**src/rtl/vga_cmd_pkg.sv**
```systemverilog
// ---------------------------------------------------------------------------
// vga_cmd_pkg
// Shared definitions for the VGA command port and its initiators
// (cur_wr_char, the SPI bridge): screen geometry, command codes and the
// responder state encoding.
// No ports (package).
// ---------------------------------------------------------------------------
package vga_cmd_pkg;

    // Text-mode geometry: one byte per cell, linear address = row*COLS + col
    localparam int COLS         = 80;
    localparam int ROWS         = 25;
    localparam int ADDR_W       = 11;
    localparam int SCREEN_CELLS = COLS * ROWS;

    // Highest valid cell address, pre-sized to the address width
    localparam logic [ADDR_W-1:0] LAST_CELL = ADDR_W'(SCREEN_CELLS - 1);

    // Byte written to every cell by CLEAR (ASCII space)
    localparam logic [7:0] FILL_CHAR = 8'h20;

    // Command codes; anything else behaves as NOP
    localparam logic [7:0] CMD_NOP        = 8'h00;
    localparam logic [7:0] CMD_SET_CURSOR = 8'h01;
    localparam logic [7:0] CMD_DATA       = 8'h02;
    localparam logic [7:0] CMD_CLEAR      = 8'h03;
    localparam logic [7:0] CMD_CURSOR_ON  = 8'h04;
    localparam logic [7:0] CMD_CURSOR_OFF = 8'h05;

    // Responder states
    typedef enum logic [2:0] {
        IDLE,
        EXEC,
        RD_WAIT,
        FILL,
        DONE
    } state_t;

endpackage

```
**src/rtl/vga_cmd_port_cursor_ctr.sv**
```systemverilog
// ---------------------------------------------------------------------------
// vga_cursor_ctr
// Holds the text cursor position. Supports a clamped load, an increment that
// wraps from the last cell back to 0, and a clear to 0.
// Ports:
//   i_clk, i_rst   clock / async active-high reset (cursor -> 0)
//   i_clr          force cursor to 0 (highest priority)
//   i_load         load i_load_addr, clamped to the last cell
//   i_load_addr    requested cursor address
//   i_inc          advance by one with wrap
//   o_addr         current cursor position
// ---------------------------------------------------------------------------
module vga_cursor_ctr
    import vga_cmd_pkg::*;
(
    input  logic              i_clk,
    input  logic              i_rst,
    input  logic              i_clr,
    input  logic              i_load,
    input  logic [ADDR_W-1:0] i_load_addr,
    input  logic              i_inc,
    output logic [ADDR_W-1:0] o_addr
);

    logic [ADDR_W-1:0] r_addr;

    // Cursor register. Clear wins over load, load wins over increment; the
    // FSM never asks for more than one at a time, the priority just keeps
    // the behaviour defined. Out-of-range loads stick at the last cell so
    // the renderer never sees an address off the screen.
    always_ff @(posedge i_clk or posedge i_rst) begin
        if (i_rst) begin
            r_addr <= '0;
        end else if (i_clr) begin
            r_addr <= '0;
        end else if (i_load) begin
            r_addr <= (i_load_addr > LAST_CELL) ? LAST_CELL : i_load_addr;
        end else if (i_inc) begin
            r_addr <= (r_addr == LAST_CELL) ? '0 : r_addr + 1'b1;
        end
    end

    assign o_addr = r_addr;

endmodule

```
**src/rtl/vga_cmd_port.sv**
```systemverilog
// ---------------------------------------------------------------------------
// vga_cmd_port
// Responder end of the VGA command port. Accepts one command per i_cs_h
// transaction, executes it against text VRAM and the cursor state, and
// reports completion through o_ready_h.
// Ports:
//   i_clk, i_rst        pixel clock / async active-high reset
//   i_cmd               command code, sampled on the accept edge
//   i_cur_adr           cursor operand for SET_CURSOR
//   i_port / o_port     write data operand / last read result
//   i_cs_h              transaction request
//   i_rl_wh             DATA direction: 0 read, 1 write
//   o_ready_h           1 when idle and able to accept a command
//   o_vram_addr/data/we VRAM write/read port (we is one cycle per byte)
//   i_vram_data         VRAM read data, one cycle after o_vram_addr
//   o_cursor_addr/en    cursor position and visibility to the renderer
// ---------------------------------------------------------------------------
module vga_cmd_port
    import vga_cmd_pkg::*;
(
    input  logic              i_clk,
    input  logic              i_rst,
    input  logic [7:0]        i_cmd,
    input  logic [ADDR_W-1:0] i_cur_adr,
    input  logic [7:0]        i_port,
    output logic [7:0]        o_port,
    input  logic              i_cs_h,
    input  logic              i_rl_wh,
    output logic              o_ready_h,
    output logic [ADDR_W-1:0] o_vram_addr,
    output logic [7:0]        o_vram_data,
    output logic              o_vram_we,
    input  logic [7:0]        i_vram_data,
    output logic [ADDR_W-1:0] o_cursor_addr,
    output logic              o_cursor_en
);

    state_t            r_state, w_nextState;
    logic [7:0]        r_cmd;
    logic [ADDR_W-1:0] r_curAdr;
    logic [7:0]        r_portIn;
    logic              r_rlWh;
    logic [7:0]        r_portOut;
    logic              r_cursorEn;
    logic [ADDR_W-1:0] r_fillAddr;

    logic              w_accept;
    logic              w_lastFill;
    logic              w_curLoad;
    logic              w_curInc;
    logic              w_curClr;
    logic [ADDR_W-1:0] w_cursor;

    assign w_accept   = (r_state == IDLE) && i_cs_h;
    assign w_lastFill = (r_fillAddr == LAST_CELL);

    // State register. Reset lands in IDLE, which also makes every
    // state-decoded output (we, ready, addresses) return to its rest value
    // immediately, so an in-progress CLEAR stops writing at once.
    always_ff @(posedge i_clk or posedge i_rst) begin
        if (i_rst) begin
            r_state <= IDLE;
        end else begin
            r_state <= w_nextState;
        end
    end

    // Next-state and VRAM/cursor control. VRAM outputs are decoded from the
    // state so the write strobe exists only in EXEC (DATA write) and FILL.
    // The address defaults to the cursor, which is what both DATA
    // directions want; RD_WAIT keeps it there while the read data arrives.
    // DONE waits for i_cs_h to fall so a held request is executed only once.
    always_comb begin
        w_nextState = r_state;
        o_vram_we   = 1'b0;
        o_vram_addr = w_cursor;
        o_vram_data = 8'h00;
        w_curLoad   = 1'b0;
        w_curInc    = 1'b0;
        w_curClr    = 1'b0;
        case (r_state)
            IDLE: begin
                if (i_cs_h) begin
                    w_nextState = EXEC;
                end
            end
            EXEC: begin
                case (r_cmd)
                    CMD_SET_CURSOR: begin
                        w_curLoad   = 1'b1;
                        w_nextState = DONE;
                    end
                    CMD_DATA: begin
                        if (r_rlWh) begin
                            o_vram_we   = 1'b1;
                            o_vram_data = r_portIn;
                            w_curInc    = 1'b1;
                            w_nextState = DONE;
                        end else begin
                            w_nextState = RD_WAIT;
                        end
                    end
                    CMD_CLEAR: begin
                        w_nextState = FILL;
                    end
                    default: begin
                        w_nextState = DONE;
                    end
                endcase
            end
            RD_WAIT: begin
                w_curInc    = 1'b1;
                w_nextState = DONE;
            end
            FILL: begin
                o_vram_we   = 1'b1;
                o_vram_addr = r_fillAddr;
                o_vram_data = FILL_CHAR;
                if (w_lastFill) begin
                    w_curClr    = 1'b1;
                    w_nextState = DONE;
                end
            end
            DONE: begin
                if (!i_cs_h) begin
                    w_nextState = IDLE;
                end
            end
            default: begin
                w_nextState = IDLE;
            end
        endcase
    end

    // Datapath registers: operands are captured only on the accept edge so
    // later changes on the pins are ignored. Cursor visibility changes in
    // EXEC, the fill address runs during FILL, and the read result is
    // captured in RD_WAIT and otherwise held (writes never clear it).
    always_ff @(posedge i_clk or posedge i_rst) begin
        if (i_rst) begin
            r_cmd      <= CMD_NOP;
            r_curAdr   <= '0;
            r_portIn   <= 8'h00;
            r_rlWh     <= 1'b0;
            r_portOut  <= 8'h00;
            r_cursorEn <= 1'b1;
            r_fillAddr <= '0;
        end else begin
            if (w_accept) begin
                r_cmd    <= i_cmd;
                r_curAdr <= i_cur_adr;
                r_portIn <= i_port;
                r_rlWh   <= i_rl_wh;
            end
            if (r_state == EXEC) begin
                if (r_cmd == CMD_CURSOR_ON) begin
                    r_cursorEn <= 1'b1;
                end else if (r_cmd == CMD_CURSOR_OFF) begin
                    r_cursorEn <= 1'b0;
                end
                if (r_cmd == CMD_CLEAR) begin
                    r_fillAddr <= '0;
                end
            end
            if (r_state == FILL && !w_lastFill) begin
                r_fillAddr <= r_fillAddr + 1'b1;
            end
            if (r_state == RD_WAIT) begin
                r_portOut <= i_vram_data;
            end
        end
    end

    vga_cursor_ctr u_cursor (
        .i_clk       (i_clk),
        .i_rst       (i_rst),
        .i_clr       (w_curClr),
        .i_load      (w_curLoad),
        .i_load_addr (r_curAdr),
        .i_inc       (w_curInc),
        .o_addr      (w_cursor)
    );

    assign o_ready_h     = (r_state == IDLE);
    assign o_port        = r_portOut;
    assign o_cursor_addr = w_cursor;
    assign o_cursor_en   = r_cursorEn;

endmodule

```
**config.mk**
```make
export PLATFORM = sky130hd
export DESIGN_NAME = vga_cmd_port
export DESIGN_NICKNAME = d
export VERILOG_FILES = /design/src/rtl/vga_cmd_pkg.sv /design/src/rtl/vga_cmd_port_cursor_ctr.sv /design/src/rtl/vga_cmd_port.sv
export SDC_FILE = /design/constraint.sdc
export NUM_CORES = 1
export LEC_CHECK = 0
export CAP_MARGIN = 20
export CORE_ASPECT_RATIO = 0.8
export CORE_MARGIN = 2
export CORE_UTILIZATION = 51
export CTS_CLUSTER_SIZE = 10
export DETAILED_ROUTE_END_ITERATION = 10
export GPL_TIMING_DRIVEN = 1
export HOLD_SLACK_MARGIN = 0.1
export PLACE_DENSITY = 0.82
export REMOVE_ABC_BUFFERS = 1
export SLEW_MARGIN = 40
export SYNTH_ARGS = -nofsm -noshare
export SYNTH_HDL_FRONTEND = slang
export SYNTH_SLANG_ARGS = --single-unit
```
**constraint.sdc**
```tcl
create_clock -name i_clk -period 5.2 [get_ports i_clk]
set_input_delay 1.04 -clock i_clk [delete_from_list [all_inputs] [get_ports i_clk]]
set_output_delay 1.04 -clock i_clk [all_outputs]
set_load 0.02 [all_outputs]
```
==> results of run 1 <==
[through the flow]
step,total power (W),cell area [sq um],std cells
6_report,0.00167,4260,479
3_5_place_dp,0.00122,4040,463
5_1_grt,0.00176,4260,479
3_3_place_gp,0.00120,4040,463
4_1_cts,0.00168,4260,479
2_1_floorplan,0.00103,3120,300
[cell families (layout without fill, tap and decap cells)]
family          Yosys count  in the layout  share of synthesized area [%]
buf+inv                  19            101                           3.16
fa+ha+maj                 2              2                          0.780
xor+xnor                  6              6                           1.64
flops                    62             62                           48.4
mux                      39             39                           13.6
simple gates            140            140                           22.2
compound gates           48             48                           10.3
[worst max-delay path, stage by stage (launching register included)]
cell and delay [ns]:
dfrtp_1 0.39, or4_1 0.63, nor3_1 0.33, nand2_1 0.11
nor2_1 0.36, and2_1 0.20, clkdlybuf4s50_1 0.60
[state kept, by name (all words and copies together) (netlist names)]
signal and flops:
r_rlWh 1, o_cursor_en 1, o_port 8, r_cmd 8, r_portIn 8, r_fillAddr 11
u_cursor.o_addr 11, r_state 3, r_curAdr 11
[layout by cell type, fill, tap and decap left out, drive strengths merged, types with 3 or more instances in the layout]
cell type / count
inv: 3
and2: 8
buf: 3
clkdlybuf4s50: 79
nand2: 51
o31ai: 6
nor2: 16
nor3: 8
nand3: 19
mux2i: 3
or3b: 3
and3: 3
clkbuf: 13
nor4: 5
mux2: 36
xnor2: 3
nand2b: 6
or4: 4
xor2: 3
o21ai: 14
a21oi: 9
dfrtp: 61
a21o: 3
nand4: 7
[power breakdown]
group | internal, W | switching, W
logic | 0.000259 | 0.000196
clock network | 0.000272 | 0.000181
registers | 0.000628 | 0.000134
[layout make-up]
| type | instances | area (sq um) | area share, % |
|---|---|---|---|
| clock buffer | 13 | 179 | 4.20 |
| inverter | 3 | 11.3 | 0.265 |
| sequential | 62 | 1550 | 36.5 |
| clock inverter | 3 | 40.0 | 0.941 |
| tap | 81 | 101 | 2.38 |
| timing repair buffer | 82 | 813 | 19.1 |
| multi-input combinational | 235 | 1560 | 36.6 |
[layer usage]
layer  GRT usage [%]  vias to the layer above  wire length [um]
met1            32.2                     1300              3500
met5               0                        -                 0
met3            7.61                       15               536
met4            7.03                        0               125
met2            38.3                      107              3620
li1                -                     1296                 -
[how the worst min path moves through the flow]
stage | from | end | slack [ns]
6_report | o_cursor_en | o_cursor_en | 0.47
3_5_place_dp | o_cursor_en | o_cursor_en | 0.47
5_1_grt | o_cursor_en | o_cursor_en | 0.49
4_1_cts | o_cursor_en | o_cursor_en | 0.48
3_3_place_gp | o_cursor_en | o_cursor_en | 0.46
2_1_floorplan | r_cmd[0] | o_cursor_en | 0.47
==> impl_metrics.yaml, run 1 <==
clocking:
  cts.path.max_buffers: 2
  hold_buffers: 0
  cts_sinks: 62
  ctsResizeCount: 0
  clk_latency_ns: 0.34
  cts_max_level: 3
  clockRootBuffer: "clkbuf_8"
  cts_setup_buffers: 0
  cts.clk_slew.worst_paths_ns: 0.06
  cts_tree: "built"
  numCtsBuffers: 9
yosys:
  synth_cells: 316
  yosysSeqAreaShare_pct: 48.4
  synth_area_sq_mm: 0.00321
  synthTopCellsByCount: "dfrtp_1 (61), nand2_1 (51), mux2_2 (36)"
  synth_top_cells_by_area: "dfrtp_1 (48%), mux2_2 (13%), nand2_1 (6.0%), nand3_1 (3.0%), o21ai_0 (2.2%)"
  yosysTopAreaCell: "dfrtp_1"
  yosys.cell_count.top_type: "dfrtp_1"
  synth-edff-count: 0
  ys_warn_count: 0
  syn_area_per_cell_sq_um: 10.1
  ys_seq_elements: 62
  yosysTopAreaCellShare_pct: 47.6
  synth.distinct_cells: 52
  synth_flop_cell: "dfrtp_1"
  postSynth.asyncResetShare_pct: 100
routing:
  drcViolationCount: 0
  detail-route-antenna-nets: 0
  routed_via_density: 5.67
  vias: 2718
  drtPass1Iterations: 4
  drt_wl_total_um: 7780
  first_iter_violations: 191
  wl_per_cell_um: 16.3
pwr:
  ir_drop_uv: 282
  p_leak_nw: 1.80
  p_per_area_mw_per_mm2: 393
critical_path:
  r2r_end: "u_cursor.o_addr[8]"
  endpoint: "o_vram_data[2]"
  r2r_slack_ns: 2.83
  critPathLaunchType: "flop"
  critPathRequiredTime_ns: 4.16
  worstPathMaxFanout: 8
  critPathKind: "reg -> out"
  arrival_ns: 2.97
  crit-reg2reg-launch: "r_cmd[2]"
  endpoint_kind: "primary output"
  reg2reg_depth: 5
  crit_start: "r_cmd[2]"
placement:
  dp_hpwl_um: 5550
  gp_congestion: 0.925
  pre_cts_slack_ns: 1.57
  port_buffers: 79
floorplanning:
  die_y_um: 74.9
  dieWidth_um: 92.7
  row_count: 25
  core_area_sq_mm: 0.00601
  dieArea_sq_mm: 0.00694
  ios: 80
  start_util_pct: 53.4
sta:
  tightest_slew_ns: 0.716
  max_slew_margin_pct: 51.9
  timing.setup.tns_ns: 0
  period_minus_slack_ns: 4.01
  clock_skew_ns: 0.00669
  report.final.hold_viol_count: 0
  setup_viol: 0
  layout_setup_ws_ns: 1.19
  fmax_ghz: 0.250
  finalCritPeriodShare_pct: 77.1
  rsz0062_at_grt: "false"
  drv_slew: 0
  fin_hold_ws_ns: 0.472
global_routing:
  grt_pass1_wl_um: 12800
  grt_pass1_vias: 2588
  grt-ovfl-total: 0
  antenna_found_initial: 0
  track_usage_pct: 24.0
  grt_max_degree: 33
outcome:
  outcome: "completed"
cells_and_area:
  antenna_cells: 0
  drive_above_1_share_pct: 16.8
  final_core_util_pct: 70.9
  nets: 434
  fill_cells: 460
  area_delta_synth_final_pct: 32.7
min_path:
  min_path_cells: 2
  hold_path.class: "reg -> reg"
flow_run:
  cap_violations: 0
No activity file was read; power rests on OpenSTA's default activity.
==> run 2, diff against run 1 <==
--- a/config.mk
+++ b/config.mk
@@ -8,12 +8,12 @@
 export CAP_MARGIN = 20
 export CORE_ASPECT_RATIO = 0.8
 export CORE_MARGIN = 2
-export CORE_UTILIZATION = 51
+export CORE_UTILIZATION = 49
 export CTS_CLUSTER_SIZE = 10
 export DETAILED_ROUTE_END_ITERATION = 10
 export GPL_TIMING_DRIVEN = 1
 export HOLD_SLACK_MARGIN = 0.1
-export PLACE_DENSITY = 0.82
+export PLACE_DENSITY = 0.8
 export REMOVE_ABC_BUFFERS = 1
 export SLEW_MARGIN = 40
 export SYNTH_ARGS = -nofsm -noshare
==> constraint.sdc (replaced) <==
create_clock -name i_clk -period 4.1 [get_ports i_clk]
set_input_delay 0.82 -clock i_clk [delete_from_list [all_inputs] [get_ports i_clk]]
set_output_delay 0.82 -clock i_clk [all_outputs]
set_load 0.02 [all_outputs]
==> impl_metrics.yaml, run 2 (synthesis gave the netlist of run 1 again) <==
pwr:
  p_per_area_mw_per_mm2: 478
  p_leak_nw: 1.77
  ir_drop_uv: 342
sta:
  setup_viol: 0
  clock_skew_ns: 0.00859
  report.final.hold_viol_count: 0
  max_slew_margin_pct: 45.5
  timing.setup.tns_ns: 0
  drv_slew: 0
  tightest_slew_ns: 0.810
  fmax_ghz: 0.264
  fin_hold_ws_ns: 0.471
  rsz0062_at_grt: "false"
  finalCritPeriodShare_pct: 92.6
  period_minus_slack_ns: 3.79
routing:
  routed_via_density: 5.61
  wl_per_cell_um: 15.7
  drcViolationCount: 0
  drtPass1Iterations: 4
  first_iter_violations: 161
  detail-route-antenna-nets: 0
  drt_wl_total_um: 7560
  vias: 2695
global_routing:
  grt_busiest_layer: "met2"
  met1_usage_pct: 30.8
  gr-usage-met2_pct: 35.4
  grt-ovfl-total: 0
  grt_max_degree: 41
  use_met3_pct: 5.74
  grt_pass1_wl_um: 12800
  track_usage_pct: 22.6
  antenna_found_initial: 0
  grt_pass1_vias: 2651
cells_and_area:
  drive_above_1_share_pct: 16.2
  layout_commonest_cell: "clkdlybuf4s50_1"
  nets: 434
  final_core_util_pct: 66.4
  mostFrequentLayoutCells: "clkdlybuf4s50_1 (79), dfrtp_1 (61), nand2_1 (51)"
  area_delta_synth_final_pct: 31.4
  antenna_cells: 0
clocking:
  cts.clk_slew.worst_paths_ns: 0.06
  clk_latency_ns: 0.33
  cts.path.max_buffers: 2
  ctsResizeCount: 0
  cts_setup_buffers: 0
  cts_sinks: 62
  cts_tree: "built"
  cts_max_level: 3
  hold_buffers: 0
  clockRootBuffer: "clkbuf_8"
  numCtsBuffers: 9
floorplanning:
  row_count: 26
  dieArea_sq_mm: 0.00721
  die_y_um: 76.4
  dieWidth_um: 94.4
  start_util_pct: 50.6
  ios: 80
  core_area_sq_mm: 0.00634
critical_path:
  worstPathMaxFanout: 8
  arrival_ns: 2.97
  critPathRequiredTime_ns: 3.28
  critPathLaunchType: "flop"
  critPathKind: "reg -> out"
  endpoint_kind: "primary output"
outcome:
  outcome: "completed"
placement:
  port_buffers: 79
  gp_congestion: 0.878
  dp_hpwl_um: 5460
flow_run:
  cap_violations: 0
min_path:
  hold_path.class: "reg -> reg"
==> run 2: cell types whose count changed in the layout (fill, tap and decap cells not counted), sizes merged <==
cell    delta
bufinv     -1
inv        -1
==> run 2: path summary, 6_finish.rpt <==
kind,startpoint,end,slack [ns],cells after the start
worst max-delay path,r_cmd[2],o_vram_data[0],0.31,6
worst min-delay path,o_cursor_en,o_cursor_en,0.47,2
worst max register to register,u_cursor.o_addr[1],u_cursor.o_addr[5],1.64,6
worst min register to register,o_cursor_en,o_cursor_en,0.47,2
max in group asynchronous,i_rst,r_curAdr[1],2.46,3
min in group asynchronous,i_rst,r_cmd[7],0.88,2
==> run 2: per-layer routing <==
metal,up-vias,part of all wire [%]
met5,-,0
met3,11,6.3
met4,0,1.5
met2,101,48
li1,1297,-
met1,1286,45
==> run 2: report_power, final <==
part	switching, W	internal [W]	leakage, nW
sequential	0.000170	0.000796	0.794
clock	0.000214	0.000261	0.0914
combinational	0.000243	0.000329	0.887
==> run 2: area by class of cell <==
cell class / instances / area, sq um
Clock buffer: 13 / 169
Clock inverter: 1 / 5.00
Fill cell: 514 / 2130
Inverter: 3 / 12.5
Multi-Input combinational cell: 235 / 1560
Sequential cell: 62 / 1550
Tap cell: 84 / 105
Timing Repair Buffer: 82 / 813
==> run 2: critical path, cell delays in order (launching register included) <==
cell and delay (ns):
dfrtp_1 0.38, or4_1 0.62, nor3_1 0.37, nand2_1 0.12
nor2_1 0.36, and2_1 0.20, clkdlybuf4s50_1 0.60
==> run 2: metrics by stage <==
stage / power (W) / instances / setup WS [ns] / cell area [sq um]
3_3_place_gp: 0.00152 / 466 / 0.742 / 4040
5_1_grt: 0.00214 / 480 / 0.0256 / 4220
6_report: 0.00201 / 480 / 0.305 / 4220
3_5_place_dp: 0.00155 / 466 / 0.660 / 4040
4_1_cts: 0.00203 / 480 / 0.286 / 4210
2_1_floorplan: 0.00130 / 300 / 0.698 / 3120
